==> config.mk <==
export PLATFORM = sky130hd
export DESIGN_NAME = logic_unit_arbiter_flat
export DESIGN_NICKNAME = d
export VERILOG_FILES = /design/src/rtl/logic_unit_arbiter_if.sv /design/src/rtl/logic_unit_arbiter.sv /design/src/flat_wrapper.sv
export SDC_FILE = /design/constraint.sdc
export NUM_CORES = 1
export LEC_CHECK = 0
export BUFFER_PORTS_ARGS = -buffer_cell sky130_fd_sc_hd__buf_2
export CAP_MARGIN = 20
export CORE_UTILIZATION = 45
export DETAILED_ROUTE_END_ITERATION = 8
export HOLD_SLACK_MARGIN = 0.05
export PLACE_DENSITY_LB_ADDON = 0.1
export SYNTH_ARGS = -nofsm -noshare
export SYNTH_HDL_FRONTEND = slang
export SYNTH_SLANG_ARGS = --single-unit
==> constraint.sdc <==
create_clock -name clk -period 1.6 [get_ports clk]
set_input_delay 0.4 -clock clk [delete_from_list [all_inputs] [get_ports clk]]
set_output_delay 0.4 -clock clk [all_outputs]
set_load 0.03 [all_outputs]
==> src/rtl/logic_unit_arbiter_if.sv <==
// Requester handshake and shared logical unit bus
// for the two-port AND/OR arbiter.
interface logic_unit_arbiter_if #(
  parameter int WIDTH = 8
);

  logic             req0;
  logic             req1;
  logic [WIDTH-1:0] a0;
  logic [WIDTH-1:0] b0;
  logic [WIDTH-1:0] a1;
  logic [WIDTH-1:0] b1;
  logic             op0;
  logic             op1;
  logic             gnt0;
  logic             gnt1;
  logic             done0;
  logic             done1;
  logic [WIDTH-1:0] result;
  logic             busy;
  logic [WIDTH-1:0] lu_a;
  logic [WIDTH-1:0] lu_b;
  logic             lu_op;
  logic [WIDTH-1:0] lu_y;

  modport slave (
    input  req0,
    input  req1,
    input  a0,
    input  b0,
    input  a1,
    input  b1,
    input  op0,
    input  op1,
    input  lu_y,
    output gnt0,
    output gnt1,
    output done0,
    output done1,
    output result,
    output busy,
    output lu_a,
    output lu_b,
    output lu_op
  );

  modport master (
    output req0,
    output req1,
    output a0,
    output b0,
    output a1,
    output b1,
    output op0,
    output op1,
    output lu_y,
    input  gnt0,
    input  gnt1,
    input  done0,
    input  done1,
    input  result,
    input  busy,
    input  lu_a,
    input  lu_b,
    input  lu_op
  );

endinterface

==> src/rtl/logic_unit_arbiter.sv <==
// Round-robin two-requester front end that sequences
// one op at a time through the shared AND/OR unit.
module logic_unit_arbiter #(
  parameter int WIDTH = 8
) (
  input  logic                 clk,
  input  logic                 reset_n,
  logic_unit_arbiter_if.slave  bus
);

  localparam logic [1:0] IDLE = 2'd0;
  localparam logic [1:0] EXEC = 2'd1;
  localparam logic [1:0] DONE = 2'd2;

  logic [1:0]       state_q;
  logic [1:0]       state_d;
  logic             rr_q;
  logic             win_q;
  logic             win_d;
  logic             any_req;
  logic             accept;
  logic [WIDTH-1:0] a_q;
  logic [WIDTH-1:0] b_q;
  logic             op_q;
  logic [WIDTH-1:0] res_q;
  logic             in_exec;
  logic             in_done;

  assign any_req = bus.req0 | bus.req1;
  assign accept  = (state_q == IDLE) & any_req;
  assign in_exec = (state_q == EXEC);
  assign in_done = (state_q == DONE);

  // Winner: a lone requester always wins, contention goes to rr_q.
  always_comb begin
    win_d = 1'b0;
    unique case (1'b1)
      (bus.req0 & bus.req1):  win_d = rr_q;
      (bus.req1 & ~bus.req0): win_d = 1'b1;
      default:                win_d = 1'b0;
    endcase
  end

  // Next-state: IDLE -> EXEC on any request, then DONE, then IDLE.
  always_comb begin
    state_d = state_q;
    unique case (state_q)
      IDLE:    state_d = any_req ? EXEC : IDLE;
      EXEC:    state_d = DONE;
      DONE:    state_d = IDLE;
      default: state_d = IDLE;
    endcase
  end

  // State register.
  always_ff @(posedge clk or negedge reset_n) begin
    if (!reset_n) begin
      state_q <= IDLE;
    end else begin
      state_q <= state_d;
    end
  end

  // Latch the winner's operands once, at acceptance.
  always_ff @(posedge clk or negedge reset_n) begin
    if (!reset_n) begin
      win_q <= 1'b0;
      a_q   <= '0;
      b_q   <= '0;
      op_q  <= 1'b0;
    end else if (accept) begin
      win_q <= win_d;
      a_q   <= win_d ? bus.a1  : bus.a0;
      b_q   <= win_d ? bus.b1  : bus.b0;
      op_q  <= win_d ? bus.op1 : bus.op0;
    end
  end

  // Capture the shared unit output at the end of EXEC.
  always_ff @(posedge clk or negedge reset_n) begin
    if (!reset_n) begin
      res_q <= '0;
    end else if (in_exec) begin
      res_q <= bus.lu_y;
    end
  end

  // Pointer moves to the port not just served on leaving DONE.
  always_ff @(posedge clk or negedge reset_n) begin
    if (!reset_n) begin
      rr_q <= 1'b0;
    end else if (in_done) begin
      rr_q <= ~win_q;
    end
  end

  // Outputs decode directly from registered state.
  always_comb begin
    bus.busy   = (state_q != IDLE);
    bus.gnt0   = in_exec & ~win_q;
    bus.gnt1   = in_exec &  win_q;
    bus.done0  = in_done & ~win_q;
    bus.done1  = in_done &  win_q;
    bus.result = res_q;
    bus.lu_a   = in_exec ? a_q : '0;
    bus.lu_b   = in_exec ? b_q : '0;
    bus.lu_op  = in_exec & op_q;
  end

endmodule

==> src/flat_wrapper.sv <==
// flat-port wrapper written by rule: the top's interface ports become plain ports
module logic_unit_arbiter_flat 
#(
  parameter int WIDTH = 8
)
  (clk, reset_n, bus_req0, bus_req1, bus_a0, bus_b0, bus_a1, bus_b1, bus_op0, bus_op1, bus_lu_y, bus_gnt0, bus_gnt1, bus_done0, bus_done1, bus_result, bus_busy, bus_lu_a, bus_lu_b, bus_lu_op);
  logic_unit_arbiter_if #(.WIDTH(WIDTH)) bus_i ();
  input  logic clk;
  input  logic reset_n;
  input wire logic [$bits(bus_i.req0)-1:0] bus_req0;
  input wire logic [$bits(bus_i.req1)-1:0] bus_req1;
  input wire logic [$bits(bus_i.a0)-1:0] bus_a0;
  input wire logic [$bits(bus_i.b0)-1:0] bus_b0;
  input wire logic [$bits(bus_i.a1)-1:0] bus_a1;
  input wire logic [$bits(bus_i.b1)-1:0] bus_b1;
  input wire logic [$bits(bus_i.op0)-1:0] bus_op0;
  input wire logic [$bits(bus_i.op1)-1:0] bus_op1;
  input wire logic [$bits(bus_i.lu_y)-1:0] bus_lu_y;
  output wire logic [$bits(bus_i.gnt0)-1:0] bus_gnt0;
  output wire logic [$bits(bus_i.gnt1)-1:0] bus_gnt1;
  output wire logic [$bits(bus_i.done0)-1:0] bus_done0;
  output wire logic [$bits(bus_i.done1)-1:0] bus_done1;
  output wire logic [$bits(bus_i.result)-1:0] bus_result;
  output wire logic [$bits(bus_i.busy)-1:0] bus_busy;
  output wire logic [$bits(bus_i.lu_a)-1:0] bus_lu_a;
  output wire logic [$bits(bus_i.lu_b)-1:0] bus_lu_b;
  output wire logic [$bits(bus_i.lu_op)-1:0] bus_lu_op;
  assign bus_i.req0 = bus_req0;
  assign bus_i.req1 = bus_req1;
  assign bus_i.a0 = bus_a0;
  assign bus_i.b0 = bus_b0;
  assign bus_i.a1 = bus_a1;
  assign bus_i.b1 = bus_b1;
  assign bus_i.op0 = bus_op0;
  assign bus_i.op1 = bus_op1;
  assign bus_i.lu_y = bus_lu_y;
  assign bus_gnt0 = bus_i.gnt0;
  assign bus_gnt1 = bus_i.gnt1;
  assign bus_done0 = bus_i.done0;
  assign bus_done1 = bus_i.done1;
  assign bus_result = bus_i.result;
  assign bus_busy = bus_i.busy;
  assign bus_lu_a = bus_i.lu_a;
  assign bus_lu_b = bus_i.lu_b;
  assign bus_lu_op = bus_i.lu_op;
  logic_unit_arbiter #(.WIDTH(WIDTH)) u_core (.clk(clk), .reset_n(reset_n), .bus(bus_i));
endmodule
==> impl_metrics.ini <==
[critical_path]
critical_path_cell_list = nor2b_4, buf_6, and2_1, buf_6
setup.worst_path.end_class = primary output
worst_ep_arrival_time_ns = 1.37
critPathRequiredTime_ns = 1.20
max_stage_delay_ns = 0.43
worstSetupPathType = reg2out
critical_path.startpoint = u_core.state_q[1]$_DFF_PN0_
path_max_fanout = 10
worstSetupStartpointType = register
rr_startpoint = u_core.rr_q$_DFFE_PN0N_
critical-path-top-cell-by-count = sky130_fd_sc_hd__buf_6
cp_slowest_cell = sky130_fd_sc_hd__dfrtp_1

[final_layout]
layout.cells.non_filler = 277
post_route_cells_drive_above_1_share_pct = 51.9
design.final.nets = 278
insertedDiodeCount = 0
flow.area_growth_from_synthesis_pct = 43.2

[clocking]
tritoncts = built
cts_made_buffers = 5
clock_transition_at_the_registers_of_the_reported_paths_ns = 0.09
tritoncts_num_sinks = 29
cts_max_path_buffers = 2
ctsRootBufferMaster = sky130_fd_sc_hd__clkbuf_4
worst_skew_pair.late_latency_ns = 0.32
htreeDepth = 2

[placement]
numPlacedInstances = 267
gp_routability_congestion = 0.671
dp.final_hpwl_microns = 2660
place.port_buffers = 75

[sta]
layout_min_cycle_time_ns = 1.77
timing.final.hold_violations = 0
timing_max_transition_violations_final = 0
period_share_pct = 111
setup_ws_ns = -0.171
timing_worst_slew_pin_value_ns = 0.636
finalSetupViolations = 22
total_neg_setup_slack_ns = -2.91
timing.fmax_mhz = 565
timing.max_slew.rel_slack_pct = 57.6
unrepaired_setup_endpoints_after_global_routing = yes
final.setup_skew_ns = 0.0107

[drt]
wire_length_per_cell_after_detailed_routing_microns = 14.6
drt_pre_antenna_iters = 4
ant_nets = 0
drt-vias-per-instance = 5.53
drt_wl_total_microns = 4040
via_count = 1532
route.detailed.drc = 0
first_iter_violations = 39

[power_and_ir_drop]
power.ir.vdd_worst_mv = 1.10
power.leakage_nw = 1.01
fin_total_pwr_mw = 4.75
powerDensity_nw_per_um2 = 2190

[floorplanning]
std_cell_rows = 20
floorplan.die_area_sq_um = 3610
io_pins = 76
die_width_microns = 60.1
dieHeight_microns = 60.1
core_area_sq_um = 3130
initial_utilization_pct = 48.6

[yosys]
yosys_register_bits = 29
synth_cell_types = 21
synth_enable_flop_cells = 0
netlist_area_sq_um = 1520
synth.yosys.seq_area_share_pct = 47.8
synth-warning-count = 0
asyncSetResetFlopFracSynth_pct = 100
synth_cells = 154
postSynthNetCount = 200
synth_area_per_cell_sq_um = 9.86
postSynth.topFlopCell = sky130_fd_sc_hd__dfrtp_1

[global_routing]
number_of_antenna_violations_at_the_first_check_in_global_routing = 0
largest_net_degree_at_the_start_of_global_routing = 30
grt_usage_pct = 25.5
grt_pass1_vias = 1484
grt_first_pass_wirelength_microns = 6630
leftover_overflow_at_the_end_of_global_routing = 0

[min_path]
hold_class = in2async

[outcome]
violations = setup timing
outcome = finished, violations left

[job]
max_cap_viol_count = 0
cell usage in the layout, fill, tap and decap left out:
| cell type | synthesis | layout |
|---|---|---|
| sky130_fd_sc_hd__buf_2 | 5 | 54 |
| sky130_fd_sc_hd__dfrtp_1 | 29 | 29 |
| sky130_fd_sc_hd__buf_6 | 3 | 21 |
| sky130_fd_sc_hd__nand3_1 | 18 | 18 |
| sky130_fd_sc_hd__o21ai_0 | 17 | 17 |
| sky130_fd_sc_hd__a21oi_1 | 17 | 17 |
| sky130_fd_sc_hd__and2_4 | 1 | 11 |
| sky130_fd_sc_hd__buf_4 | 0 | 10 |
| sky130_fd_sc_hd__and2_1 | 19 | 9 |
| sky130_fd_sc_hd__a31oi_2 | 9 | 9 |
| sky130_fd_sc_hd__mux2_2 | 8 | 8 |
| sky130_fd_sc_hd__a31oi_1 | 8 | 8 |
| sky130_fd_sc_hd__clkbuf_4 | 0 | 5 |
| sky130_fd_sc_hd__inv_1 | 3 | 3 |
| sky130_fd_sc_hd__clkbuf_1 | 5 | 3 |
| sky130_fd_sc_hd__nor2_1 | 3 | 2 |
| sky130_fd_sc_hd__nand2b_1 | 2 | 2 |
| sky130_fd_sc_hd__or2_1 | 1 | 1 |
| sky130_fd_sc_hd__nor2b_4 | 0 | 1 |
| sky130_fd_sc_hd__nor2_2 | 0 | 1 |
| sky130_fd_sc_hd__and2b_1 | 1 | 1 |
| sky130_fd_sc_hd__o21ai_1 | 1 | 1 |
| sky130_fd_sc_hd__a21o_1 | 1 | 1 |
| sky130_fd_sc_hd__buf_12 | 0 | 1 |
logic make-up (layout without fill, tap and decap cells):
family,count (synthesis),count (layout),share of synthesized area [%]
buffers and inverters,18,97,6.34
muxes,8,8,5.93
AOI/OAI and AO/OA,53,53,22.7
DFF,29,29,47.8
and+or+nand+nor,46,46,17.2
cell usage after synthesis, types with 2 or more instances:
cell                        n  area share, %
sky130_fd_sc_hd__and2_1    19            7.8
sky130_fd_sc_hd__buf_2      5            1.6
sky130_fd_sc_hd__nand3_1   18            5.9
sky130_fd_sc_hd__o21ai_0   17            5.6
sky130_fd_sc_hd__inv_1      3           0.74
sky130_fd_sc_hd__mux2_2     8            5.9
sky130_fd_sc_hd__dfrtp_1   29             48
sky130_fd_sc_hd__nand2b_1   2           0.82
sky130_fd_sc_hd__buf_1      2           0.49
sky130_fd_sc_hd__a31oi_1    8            3.3
sky130_fd_sc_hd__a31oi_2    9            7.4
sky130_fd_sc_hd__clkbuf_1   5            1.2
sky130_fd_sc_hd__a21oi_1   17            5.6
sky130_fd_sc_hd__nor2_1     3           0.74
sky130_fd_sc_hd__buf_6      3            2.2
critical path: cells and delay by family (launching register included):
kind          cells  cell delay (ns)
simple gates      2             0.33
flops             1             0.43
buf+inv           2             0.29
stage by stage:
| stage | instance area [sq um] | util, % | hold slack [ns] | setup WS (ns) |
|---|---|---|---|---|
| after floorplan | 1520 | - | 0.104 | 0.00181 |
| after global placement | 1950 | 62.2 | 0.451 | 0.150 |
| after detailed placement | 1950 | 62.2 | 0.459 | 0.109 |
| after CTS | 2150 | 68.9 | 0.103 | -0.163 |
| after global routing | 2170 | 69.5 | 0.115 | -0.253 |
| final | 2170 | 69.5 | 0.0899 | -0.171 |
report_power, final:
group	internal, mW	switching (mW)
Sequential	1.11	0.212
Combinational	1.34	1.68
Clock	0.175	0.242
worst paths after layout:
| path | depth (start not counted) | to | slack [ns] |
|---|---|---|---|
| max | 4 | bus_lu_a[2] | -0.17 |
| min | 1 | u_core.bus.result[7]$_DFFE_PN0N_ | 0.09 |
| max reg2reg | 3 | u_core.b_q[2]$_DFFE_PN0P_ | 0.22 |
| min reg2reg | 1 | u_core.bus.result[4]$_DFFE_PN0N_ | 0.50 |
| max in group asynchronous | 1 | u_core.bus.result[3]$_DFFE_PN0N_ | 1.09 |
| min in group clk | 2 | u_core.bus.result[7]$_DFFE_PN0N_ | 0.31 |
cell type report:
type | count | area [sq um]
Fill cell | 258 | 953
Multi-Input combinational cell | 107 | 732
Sequential cell | 29 | 726
Timing Repair Buffer | 86 | 602
Tap cell | 44 | 55.1
Clock buffer | 8 | 48.8
Inverter | 3 | 11.3
flip-flops by register name, summed over array words and instances (netlist names):
register / cells
u_core.a_q: 8
u_core.b_q: 8
u_core.bus.result: 8
u_core.state_q: 2
u_core.op_q: 1
u_core.rr_q: 1
u_core.win_q: 1
routing by layer:
| metal | vias up | part of all wire (%) | global-route usage [%] |
|---|---|---|---|
| met5 | - | 0 | 0 |
| met4 | 0 | 1.8 | 11.3 |
| met3 | 16 | 7.5 | 8.44 |
| met2 | 88 | 50 | 42.4 |
| met1 | 721 | 41 | 29.8 |
| li1 | 707 | - | - |
what timing repair did:
item | CTS | global route
endpoints found under the setup margin | 21 | 22
hold endpoints to repair | 0 | 0
setup buffers | 1 | 1
resized for setup | 49 | 5
hold buffers | 0 | 0
No activity file was read; power rests on OpenSTA's default activity.
